$ cat config.mk
export PLATFORM = sky130hd
export DESIGN_NAME = instr_encoder
export DESIGN_NICKNAME = d
export VERILOG_FILES = /design/src/rtl/instr_encoder.sv
export SDC_FILE = /design/constraint.sdc
export NUM_CORES = 1
export LEC_CHECK = 0
export ABC_AREA = 1
export ABC_CLOCK_PERIOD_IN_PS = 4640
export CAP_MARGIN = 20
export CORE_MARGIN = 2
export CORE_UTILIZATION = 30
export CTS_CLUSTER_SIZE = 14
export DETAILED_ROUTE_END_ITERATION = 10
export REMOVE_ABC_BUFFERS = 1
export SETUP_SLACK_MARGIN = 0.3
export SYNTH_ARGS = -nofsm -noshare
export SYNTH_HDL_FRONTEND = slang
export SYNTH_SLANG_ARGS = --single-unit
export TNS_END_PERCENT = 30
$ cat constraint.sdc
create_clock -name clk -period 4.64 [get_ports clk]
set_input_delay 0.928 -clock clk [delete_from_list [all_inputs] [get_ports clk]]
set_output_delay 0.928 -clock clk [all_outputs]
set_load 0.005 [all_outputs]
$ cat src/rtl/instr_encoder.sv
// MIPS instruction encoder: accepts encode requests, builds the 32-bit word and
// queues it with its word address in a small FIFO for a downstream consumer.
module instr_encoder #(
    parameter int          DEPTH     = 4,
    parameter logic [31:0] BASE_ADDR = 32'h0000_3000,
    parameter logic [31:0] LAST_ADDR = 32'h0000_6FFC
) (
    input  logic        clk,
    input  logic        reset,
    input  logic        req_valid,
    output logic        req_ready,
    input  logic [3:0]  req_op,
    input  logic [4:0]  req_rs,
    input  logic [4:0]  req_rt,
    input  logic [4:0]  req_rd,
    input  logic [4:0]  req_shamt,
    input  logic [25:0] req_imm,
    output logic        out_valid,
    input  logic        out_ready,
    output logic [31:0] out_instr,
    output logic [31:0] out_addr,
    output logic [4:0]  count,
    output logic        err_illegal
);

    localparam int         PTR_W   = (DEPTH > 1) ? $clog2(DEPTH) : 1;
    localparam logic [4:0] DEPTH_C = 5'(DEPTH);

    logic [PTR_W-1:0] rd_ptr_q, rd_ptr_d, wr_ptr_q, wr_ptr_d;
    logic [4:0]       count_q, count_d;
    logic [31:0]      addr_q, addr_d;
    logic [31:0]      head_instr_q, head_instr_d;
    logic [31:0]      head_addr_q, head_addr_d;
    logic             err_q, err_d;
    logic [63:0]      mem_q [DEPTH];

    logic        accept, legal, push, pop;
    logic [31:0] enc_word;

    function automatic logic [31:0] encode(
        input logic [3:0]  op,
        input logic [4:0]  rs,
        input logic [4:0]  rt,
        input logic [4:0]  rd,
        input logic [4:0]  sh,
        input logic [25:0] imm
    );
        logic [31:0] w;
        case (op)
            4'd0:    w = {6'h00, rs, rt, rd, 5'd0, 6'h20};
            4'd1:    w = {6'h00, rs, rt, rd, 5'd0, 6'h22};
            4'd2:    w = {6'h0D, rs, rt, imm[15:0]};
            4'd3:    w = {6'h23, rs, rt, imm[15:0]};
            4'd4:    w = {6'h2B, rs, rt, imm[15:0]};
            4'd5:    w = {6'h04, rs, rt, imm[15:0]};
            4'd6:    w = {6'h00, 5'd0, rt, rd, sh, 6'h00};
            4'd7:    w = {6'h0F, 5'd0, rt, imm[15:0]};
            4'd8:    w = {6'h02, imm};
            4'd9:    w = {6'h03, imm};
            4'd10:   w = {6'h00, rs, 5'd0, 5'd0, 5'd0, 6'h08};
            4'd11:   w = {6'h00, rs, 5'd0, rd, 5'd0, 6'h09};
            4'd12:   w = {6'h20, rs, rt, imm[15:0]};
            4'd13:   w = {6'h28, rs, rt, imm[15:0]};
            default: w = 32'h0;
        endcase
        return w;
    endfunction

    // Ready is gated by the reset pin so it reads 0 while reset is held.
    assign req_ready   = reset && (count_q < DEPTH_C);
    assign out_valid   = (count_q != 5'd0);
    assign accept      = req_valid && req_ready;
    assign legal       = (req_op < 4'd14);
    assign push        = accept && legal;
    assign pop         = out_valid && out_ready;
    assign enc_word    = encode(req_op, req_rs, req_rt, req_rd, req_shamt, req_imm);

    assign out_instr   = head_instr_q;
    assign out_addr    = head_addr_q;
    assign count       = count_q;
    assign err_illegal = err_q;

    always_comb begin
        rd_ptr_d     = rd_ptr_q;
        wr_ptr_d     = wr_ptr_q;
        count_d      = count_q;
        addr_d       = addr_q;
        err_d        = err_q | (accept && !legal);
        head_instr_d = head_instr_q;
        head_addr_d  = head_addr_q;

        if (pop) rd_ptr_d = rd_ptr_q + 1'b1;
        if (push) begin
            wr_ptr_d = wr_ptr_q + 1'b1;
            addr_d   = (addr_q == LAST_ADDR) ? BASE_ADDR : addr_q + 32'd4;
        end

        case ({push, pop})
            2'b10:   count_d = count_q + 5'd1;
            2'b01:   count_d = count_q - 5'd1;
            default: count_d = count_q;
        endcase

        // The head register mirrors the entry at the next read pointer; when
        // everything older is leaving, that entry is the word being written now.
        if (count_d != 5'd0) begin
            if (push && (count_q == {4'd0, pop})) begin
                head_instr_d = enc_word;
                head_addr_d  = addr_q;
            end else begin
                head_instr_d = mem_q[rd_ptr_d][31:0];
                head_addr_d  = mem_q[rd_ptr_d][63:32];
            end
        end
    end

    always_ff @(posedge clk or negedge reset) begin
        if (!reset) begin
            rd_ptr_q     <= '0;
            wr_ptr_q     <= '0;
            count_q      <= 5'd0;
            addr_q       <= BASE_ADDR;
            err_q        <= 1'b0;
            head_instr_q <= 32'h0;
            head_addr_q  <= 32'h0;
        end else begin
            rd_ptr_q     <= rd_ptr_d;
            wr_ptr_q     <= wr_ptr_d;
            count_q      <= count_d;
            addr_q       <= addr_d;
            err_q        <= err_d;
            head_instr_q <= head_instr_d;
            head_addr_q  <= head_addr_d;
        end
    end

    always_ff @(posedge clk) begin
        if (push) mem_q[wr_ptr_q] <= {addr_q, enc_word};
    end

endmodule

==> results of run 1 <==
[state kept, by name (all words and copies together) (netlist names)]
name / cells
addr_q: 30
count: 5
err_illegal: 1
mem_q: 244
out_addr: 30
out_instr: 31
rd_ptr_q: 2
wr_ptr_q: 2
[worst paths after layout]
| path | to | depth (start not counted) |
|---|---|---|
| setup reg to reg | out_addr[12]$_DFFE_PN0P_ | 18 |
| max in group asynchronous | addr_q[17]$_DFFE_PN0P_ | 3 |
| hold reg to reg | out_instr[22]$_DFFE_PN0P_ | 2 |
| hold / removal | out_instr[22]$_DFFE_PN0P_ | 2 |
| min in group asynchronous | out_instr[16]$_DFFE_PN0P_ | 2 |
| setup / recovery | out_addr[12]$_DFFE_PN0P_ | 19 |
[per-stage QoR]
| stage | setup slack (ps) | utilization [%] | hold slack (ps) | instances | instance area (µm²) |
|---|---|---|---|---|---|
| after CTS | 952 | 36.0 | 481 | 2768 | 19800 |
| after floorplan | 109 | - | 466 | 1798 | 16200 |
| after global routing | 621 | 36.0 | 504 | 2768 | 19800 |
| after detailed placement | 406 | 33.8 | 465 | 2699 | 18600 |
| final | 944 | 36.0 | 475 | 2768 | 19800 |
| after global placement | 511 | 33.8 | 463 | 2699 | 18600 |
[power by group through the flow]
stage / clock [mW] / sequential [mW] / combinational [mW]
4_1_cts: 2.97 / 4.35 / 4.13
6_report: 2.90 / 4.34 / 4.05
3_3_place_gp: 0 / 4.40 / 4.02
2_1_floorplan: 0 / 4.29 / 2.34
5_1_grt: 3.09 / 4.42 / 4.61
3_5_place_dp: 0 / 4.40 / 4.11
[kinds of logic after synthesis]
kind of cell,after synthesis,share of synthesized area [%]
and+or+nand+nor,1035,26.4
buffers and inverters,415,10.4
DFF,345,59.0
AOI/OAI and AO/OA,63,2.27
xor gates and xnor gates,23,1.21
adders and majority gates,9,0.674
other,1,0.0225
[critical path, stage by stage]
cell,delay (ps)
clkdlybuf4s50_1,560
nand2_1,100
nor2_1,190
inv_2,110
nand3_4,110
ha_1,310
nand2_1,80
inv_1,90
nor2_2,50
ha_1,270
nand2_1,70
nand2_1,70
or2_1,240
nor2_2,160
nand2_2,110
nor2_8,320
buf_12,220
nand2_1,60
nand2_1,70
[routing by layer]
layer	wire length [µm]	part of all wire [%]	up-vias	GRT usage (%)
li1	-	-	6186	-
met5	0	0	-	0
met1	18800	44	6037	19.1
met2	21200	49	283	26.4
met3	2240	5.2	61	2.73
met4	908	2.1	0	4.23
[area by class of cell]
cell class                 instances  share of cell area [%]
clock buffer                      53                    5.50
clock inverter                    16                   0.524
inverter                         320                    6.06
multi-input combinational       1133                    26.0
sequential                       345                    49.7
tap                              748                    4.72
timing repair buffer             153                    7.45
[cell usage in the layout (no fill, tap or decap), types with 3 or more instances in the layout]
master,n
a21oi_1,7
a22o_1,6
a32o_1,5
buf_4,30
clkbuf_1,9
clkbuf_16,40
clkbuf_8,4
clkdlybuf4s50_1,121
clkinv_1,6
clkinv_2,7
conb_1,3
dfrtp_1,99
edfxtp_1,244
ha_1,9
inv_1,312
inv_2,8
nand2_1,648
nand2_2,5
nand3_1,271
nand4_1,15
nor2_1,54
nor2_2,4
nor2_4,6
nor3_1,15
nor3_2,3
nor4_1,4
o21ai_0,32
o21ai_1,5
o22ai_1,3
xnor2_1,3
xor2_1,20
==> qor.yml, run 1 <==
fillers: 5609
rows: 86
cts_resized: 0
nets: 2054
sw_frac_of_total_pct: 36.8
post-route-min-period_ps: 3700
ctsHoldBuffers: 0
area_growth_pct: 18.7
synthArstFlopShare_pct: 29.3
fin_setup_tns_ps: 0
timing.fmax_mhz: 271
hold_violations: 0
yosysTopAreaCell: "edfxtp_1"
grtUsageTotal_pct: 15.1
crit_path_start: "req_op[3]"
hp-start: "out_instr[22]$_DFFE_PN0P_"
clkLatencyLatePin_ps: 540
cts_tree: "built"
peakVddDrop_v: 0.000372
antenna_found_initial: 0
numCtsBuffers: 38
dr.pass1.iters: 5
htree_levels: 2
internal_power_mw: 7.13
grt_max_degree: 81
rsz0062_at_grt: "false"
synth_ff_type: "edfxtp_1"
pwr-share-comb_pct: 35.9
synth_most_common_cell: "nand2_1"
coreArea_um2: 55100
ios: 126
drv_cap: 0
p_clk_share_pct: 25.7
drc: 0
place_congestion: 0.882
powerDensity_nw_per_um2: 569
synth_commonest_cells: "nand2_1, inv_1, nand3_1, edfxtp_1, dfrtp_1"
cts_buffer_depth: 3
drv_slew: 0
drt_first_iter_violations: 750
via_per_inst: 4.54
post_cts_buffers: 0
cts_sinks: 345
yosysSeqAreaShare_pct: 59.0
fp.dieW_um: 240
final-seq-area_um2: 9860
antennaDiodeCount: 0
criticalPathCategory: "in2reg"
cts_root_buf: "clkbuf_16"
routed_wl_um: 43100
die_h_um: 240
synth_top_area_share_pct: 43.9
min_period_over_period_pct: 79.7
ys_warn_count: 0
vias: 12600
required_ps: 5110
syn_avg_cell_area_um2: 8.83
reg2reg_setup_slack_ps: 1300
startpoint_type: "input pin"
clock_skew_ps: 23.3
start_util_pct: 30.3
hold_path_class: "reg2reg"
synthCells: 1891
drive_gt1_share_pct: 6.04
end_kind: "flop"
timing.rr.start: "count[4]$_DFF_PN0_"
synth_area_um2: 16700
die-area_um2: 57600
grt_pass1_wl_um: 68400
synth_area_leaders: "edfxtp_1, dfrtp_1, nand2_1, nand3_1, inv_1"
critical_path.max_fanout: 22
total_power_mw: 11.3
switchingPower_mw: 4.15
yosysUniqueCellTypes: 40
port_buffers: 122
hpwlAfterDp_um: 27100
tightest_slew_ps: 934
synth-edff-count: 244
drtAntennaViolNets: 0
overflow: 0
power.leakage_nw: 8.98
seq_power_share_pct: 38.4
clk_pin_slew_ps: 60
synth-seq-cells: 345
outcome: "completed"
setup_viol: 0
crit_arrival_ps: 4160
multi_input_area_um2: 5160
max_slew_margin_pct: 37.7
grt_pass1_vias: 12300
detail_route.wl_per_cell_um: 15.6
Note: power is estimated with default switching activity, not from simulation.
==> run 2, diff against run 1 <==
- ABC_CLOCK_PERIOD_IN_PS: 4640 -> 3460
- clock period: 4.64 -> 3.46 ns (I/O delays scaled with it)
==> qor.yml, run 2 (same netlist as run 1, synthesis figures left out) <==
cts_root_buf: "clkbuf_16"
area_growth_pct: 21.1
via_per_inst: 4.53
crit_arrival_ps: 3430
regMostFlops: "mem_q"
timing.fmax_mhz: 337
power.leakage_nw: 9.17
critical_path.max_fanout: 8
vias: 12600
fin_setup_tns_ps: 0
routed_wl_um: 43700
grt_pass1_wl_um: 68000
port_buffers: 122
numCtsBuffers: 39
rsz0062_at_grt: "false"
final-seq-area_um2: 9860
grtUsageTotal_pct: 14.9
worst_slack_ps: 490
die-area_um2: 57600
required_ps: 3920
max_slew_margin_pct: 41.2
cts_sinks: 345
timing.rr.start: "count[4]$_DFF_PN0_"
grt_max_degree: 83
drv_slew: 0
die_h_um: 240
hold_path_class: "in2async"
drive_gt1_share_pct: 7.39
coreArea_um2: 55100
clk_pin_slew_ps: 60
place_congestion: 0.887
end_kind: "flop"
start_util_pct: 30.3
min_period_over_period_pct: 85.8
drc: 0
drt_first_iter_violations: 815
crit_path_start: "count[4]$_DFF_PN0_"
fillers: 5505
antenna_found_initial: 0
drv_cap: 0
grt_pass1_vias: 12500
hpwlAfterDp_um: 26600
detail_route.wl_per_cell_um: 15.7
drtAntennaViolNets: 0
hold_violations: 0
reg2reg_setup_slack_ps: 490
criticalPathCategory: "reg2reg"
fp.dieW_um: 240
peakVddDrop_v: 0.000470
setup_viol: 0
fin_hold_ws_ps: 280
largest_reg_flops: 244
outcome: "completed"
clkLatencyLatePin_ps: 520
post-route-min-period_ps: 2970
overflow: 0
pre_cts_slack_ps: -20.7
cts_tree: "built"
dr.pass1.iters: 5
cts_buffer_depth: 3
multi_input_area_um2: 5210
tightest_slew_ps: 882
powerDensity_nw_per_um2: 765
htree_levels: 2
most-common-layout-cells: "nand2_1, inv_1, nand3_1, edfxtp_1, clkdlybuf4s50_1"
ios: 126
nets: 2076
antennaDiodeCount: 0
final_common_cell: "nand2_1"
startpoint_type: "flop"
clock_skew_ps: 9.95
rows: 86
-- run 2: path summary, 6_finish.rpt --
kind / endpoint / cells after the start
min in group clk: err_illegal$_DFF_PN0_ / 1
min reg2reg: err_illegal$_DFF_PN0_ / 1
min: out_instr[16]$_DFFE_PN0P_ / 2
max: out_addr[28]$_DFFE_PN0P_ / 19
max in group asynchronous: count[4]$_DFF_PN0_ / 3
max reg2reg: out_addr[28]$_DFFE_PN0P_ / 19
-- run 2: layout make-up --
cell class | instances | area share (%)
clock buffer | 58 | 5.44
sequential | 345 | 48.8
inverter | 320 | 5.94
multi-input combinational | 1133 | 25.8
tap | 748 | 4.63
clock inverter | 13 | 0.668
timing repair buffer | 174 | 8.83
-- run 2: repair_timing --
| item | 4_1_cts | 5_1_grt |
|---|---|---|
| endpoints found under the hold margin | 0 | 0 |
| buffers inserted | 0 | 4 |
| gates resized for setup | 0 | 19 |
| endpoints found under the setup margin | 0 | 61 |
| hold buffers | 0 | 0 |
-- run 2: through the flow --
stage | util, % | power [mW] | area [µm²] | instances
2_1_floorplan | - | 8.90 | 16200 | 1798
4_1_cts | 36.4 | 15.5 | 20100 | 2784
6_report | 36.7 | 15.5 | 20200 | 2791
5_1_grt | 36.7 | 16.6 | 20200 | 2791
3_5_place_dp | 34.2 | 11.5 | 18800 | 2713
3_3_place_gp | 34.2 | 11.4 | 18800 | 2713
-- run 2: layer usage --
metal,track usage (%),part of all wire (%)
met1,18.8,43
met2,26.9,50
met4,3.75,1.8
met5,0,0
met3,2.06,4.8
-- run 2: report_power, final --
part,leakage [nW],switching (mW),internal [mW],total [mW]
Clock,0.603,1.61,2.42,4.03
Combinational,5.11,3.37,2.25,5.62
Sequential,3.46,0.602,5.21,5.81
-- run 2: critical path: stages (launching register included) --
cell	delay (ps)
dfrtp_2	450
nor2_4	160
nand2_2	120
nor2_4	170
nand3_4	130
ha_4	190
nor2_1	110
nor2_2	60
ha_1	170
inv_1	50
nand2_1	70
o21bai_1	150
nand3_1	80
o21ai_2	80
nor2_2	160
nand2_2	110
nor2_8	270
clkbuf_16	240
nand2_1	60
nand2_1	60
==> run 3, diff against run 2 <==
- CTS_CLUSTER_DIAMETER: unset -> 100
==> qor.yml, run 3 (same netlist as run 1, synthesis figures left out) <==
grtUsageTotal_pct: 14.8
clock_skew_ps: 14.4
fin_util_pct: 35.7
die-area_um2: 57600
clkLatencyLatePin_ps: 550
timing.rr.start: "count[4]$_DFF_PN0_"
rsz0062_at_grt: "false"
tightest_slew_ps: 896
detail_route.wl_per_cell_um: 15.5
numCtsBuffers: 28
regMostFlops: "mem_q"
nets: 2059
fp.dieW_um: 240
clk_pin_slew_ps: 70
dr.pass1.iters: 5
power.leakage_nw: 8.89
drv_cap: 0
drc: 0
vias: 12500
setup_viol: 0
place_congestion: 0.887
cts_buffer_depth: 3
antenna_found_initial: 0
ctsHoldBuffers: 0
fin_hold_ws_ps: 253
fillers: 5534
antennaDiodeCount: 0
critical_path.max_fanout: 32
peakVddDrop_v: 0.000412
overflow: 0
drtAntennaViolNets: 0
htree_levels: 1
criticalPathCategory: "reg2reg"
ios: 126
via_per_inst: 4.54
most-common-layout-cells: "nand2_1, inv_1, nand3_1, edfxtp_1, clkdlybuf4s50_1"
largest_reg_flops: 244
grt_pass1_wl_um: 67700
area_growth_pct: 17.8
start_util_pct: 30.3
hold_violations: 0
rows: 86
port_buffers: 122
crit_arrival_ps: 3410
reg2regPathDepth: 18
outcome: "completed"
grt_pass1_vias: 12400
grt_max_degree: 83
final_common_cell: "nand2_1"
startpoint_type: "flop"
routed_wl_um: 42700
die_h_um: 240
end_kind: "flop"
drt_first_iter_violations: 797
coreArea_um2: 55100
postPlaceCellArea_um2: 18800
post-route-min-period_ps: 2920
min_period_over_period_pct: 84.5
drive_gt1_share_pct: 5.85
hold_path_class: "in2async"
cts_root_buf: "clkbuf_16"
cts_tree: "built"
crit_path_start: "count[4]$_DFF_PN0_"
hpwlAfterDp_um: 26600
powerDensity_nw_per_um2: 727
timing.fmax_mhz: 342
max_slew_margin_pct: 40.3
drv_slew: 0
required_ps: 3950
design_area_um2: 19700
cts_sinks: 345
run 3: cell types whose count changed in the layout (fill, tap and decap cells not counted), moves of 2 or more:
cell	previous run	this run
ha_1	7	9
bufinv_16	3	0
clkinv_1	4	0
buf_4	38	36
clkbuf_1	16	20
clkinv_2	6	0
buf_6	3	1
clkbuf_16	43	29
clkdlybuf4s50_1	119	121
dlymetal6s2s_1	2	0
run 3: worst paths after layout:
path / end / slack [ps]
worst max-delay path: out_addr[25]$_DFFE_PN0P_ / 540
worst min-delay path: out_instr[16]$_DFFE_PN0P_ / 250
worst max register to register: out_addr[25]$_DFFE_PN0P_ / 540
worst min register to register: err_illegal$_DFF_PN0_ / 470
max in group asynchronous: count[4]$_DFF_PN0_ / 1800
min in group clk: err_illegal$_DFF_PN0_ / 470
run 3: area by class of cell:
class / count / area (µm²) / area share (%)
inverter: 320 / 1200 / 6.11
clock buffer: 49 / 801 / 4.07
timing repair buffer: 168 / 1690 / 8.61
multi-input combinational: 1133 / 5170 / 26.3
clock inverter: 1 / 6.26 / 0.0318
sequential: 345 / 9860 / 50.1
tap: 748 / 936 / 4.76
run 3: critical path, cell delays in order (launching register included):
cell and delay [ps]:
dfrtp_2 460, nor2_2 170, nand2_2 120, nor2_4 170, nand3_4 110, ha_1 250, nand2_1 70, inv_1 60
nor2_2 100, ha_1 230, nand2_1 60, nand2_1 60, or2_1 230, nor2_2 150, nand2_2 110, nor2_8 130
buf_12 210, nand2_1 70, nand2_1 70
run 3: power breakdown:
group / switching [mW] / internal [mW] / total [mW]
combinational: 3.32 / 2.18 / 5.50
sequential: 0.596 / 5.21 / 5.80
clock: 1.43 / 1.56 / 2.99
total: 5.35 / 8.95 / 14.3
run 3: stage by stage:
step                std cells  setup WS [ps]  setup TNS (ps)  power [mW]
finish                   2764            536               0        14.3
global route             2764            302               0        15.4
CTS                      2763            431               0        14.5
detailed placement       2713          -20.7            -188        11.5
global placement         2713           44.5               0        11.4
floorplan                1798           -835         -249830        8.90
run 3: repair_timing:
action / 4_1_cts / 5_1_grt
endpoints found under the setup margin: 0 / 61
gates resized for setup: 0 / 7
setup buffers: 0 / 1
hold endpoints to repair: 0 / 0
run 3: metal layers:
metal  up-vias  track usage [%]  part of all wire, %  routed length, µm
li1       6193                -                    -                  -
met1      6019             18.8                   43              18600
met2       268             26.9                   51              21600
met3        57             1.79                  4.0               1720
met4         0             3.16                  1.9                803
met5         -                0                    0                  0
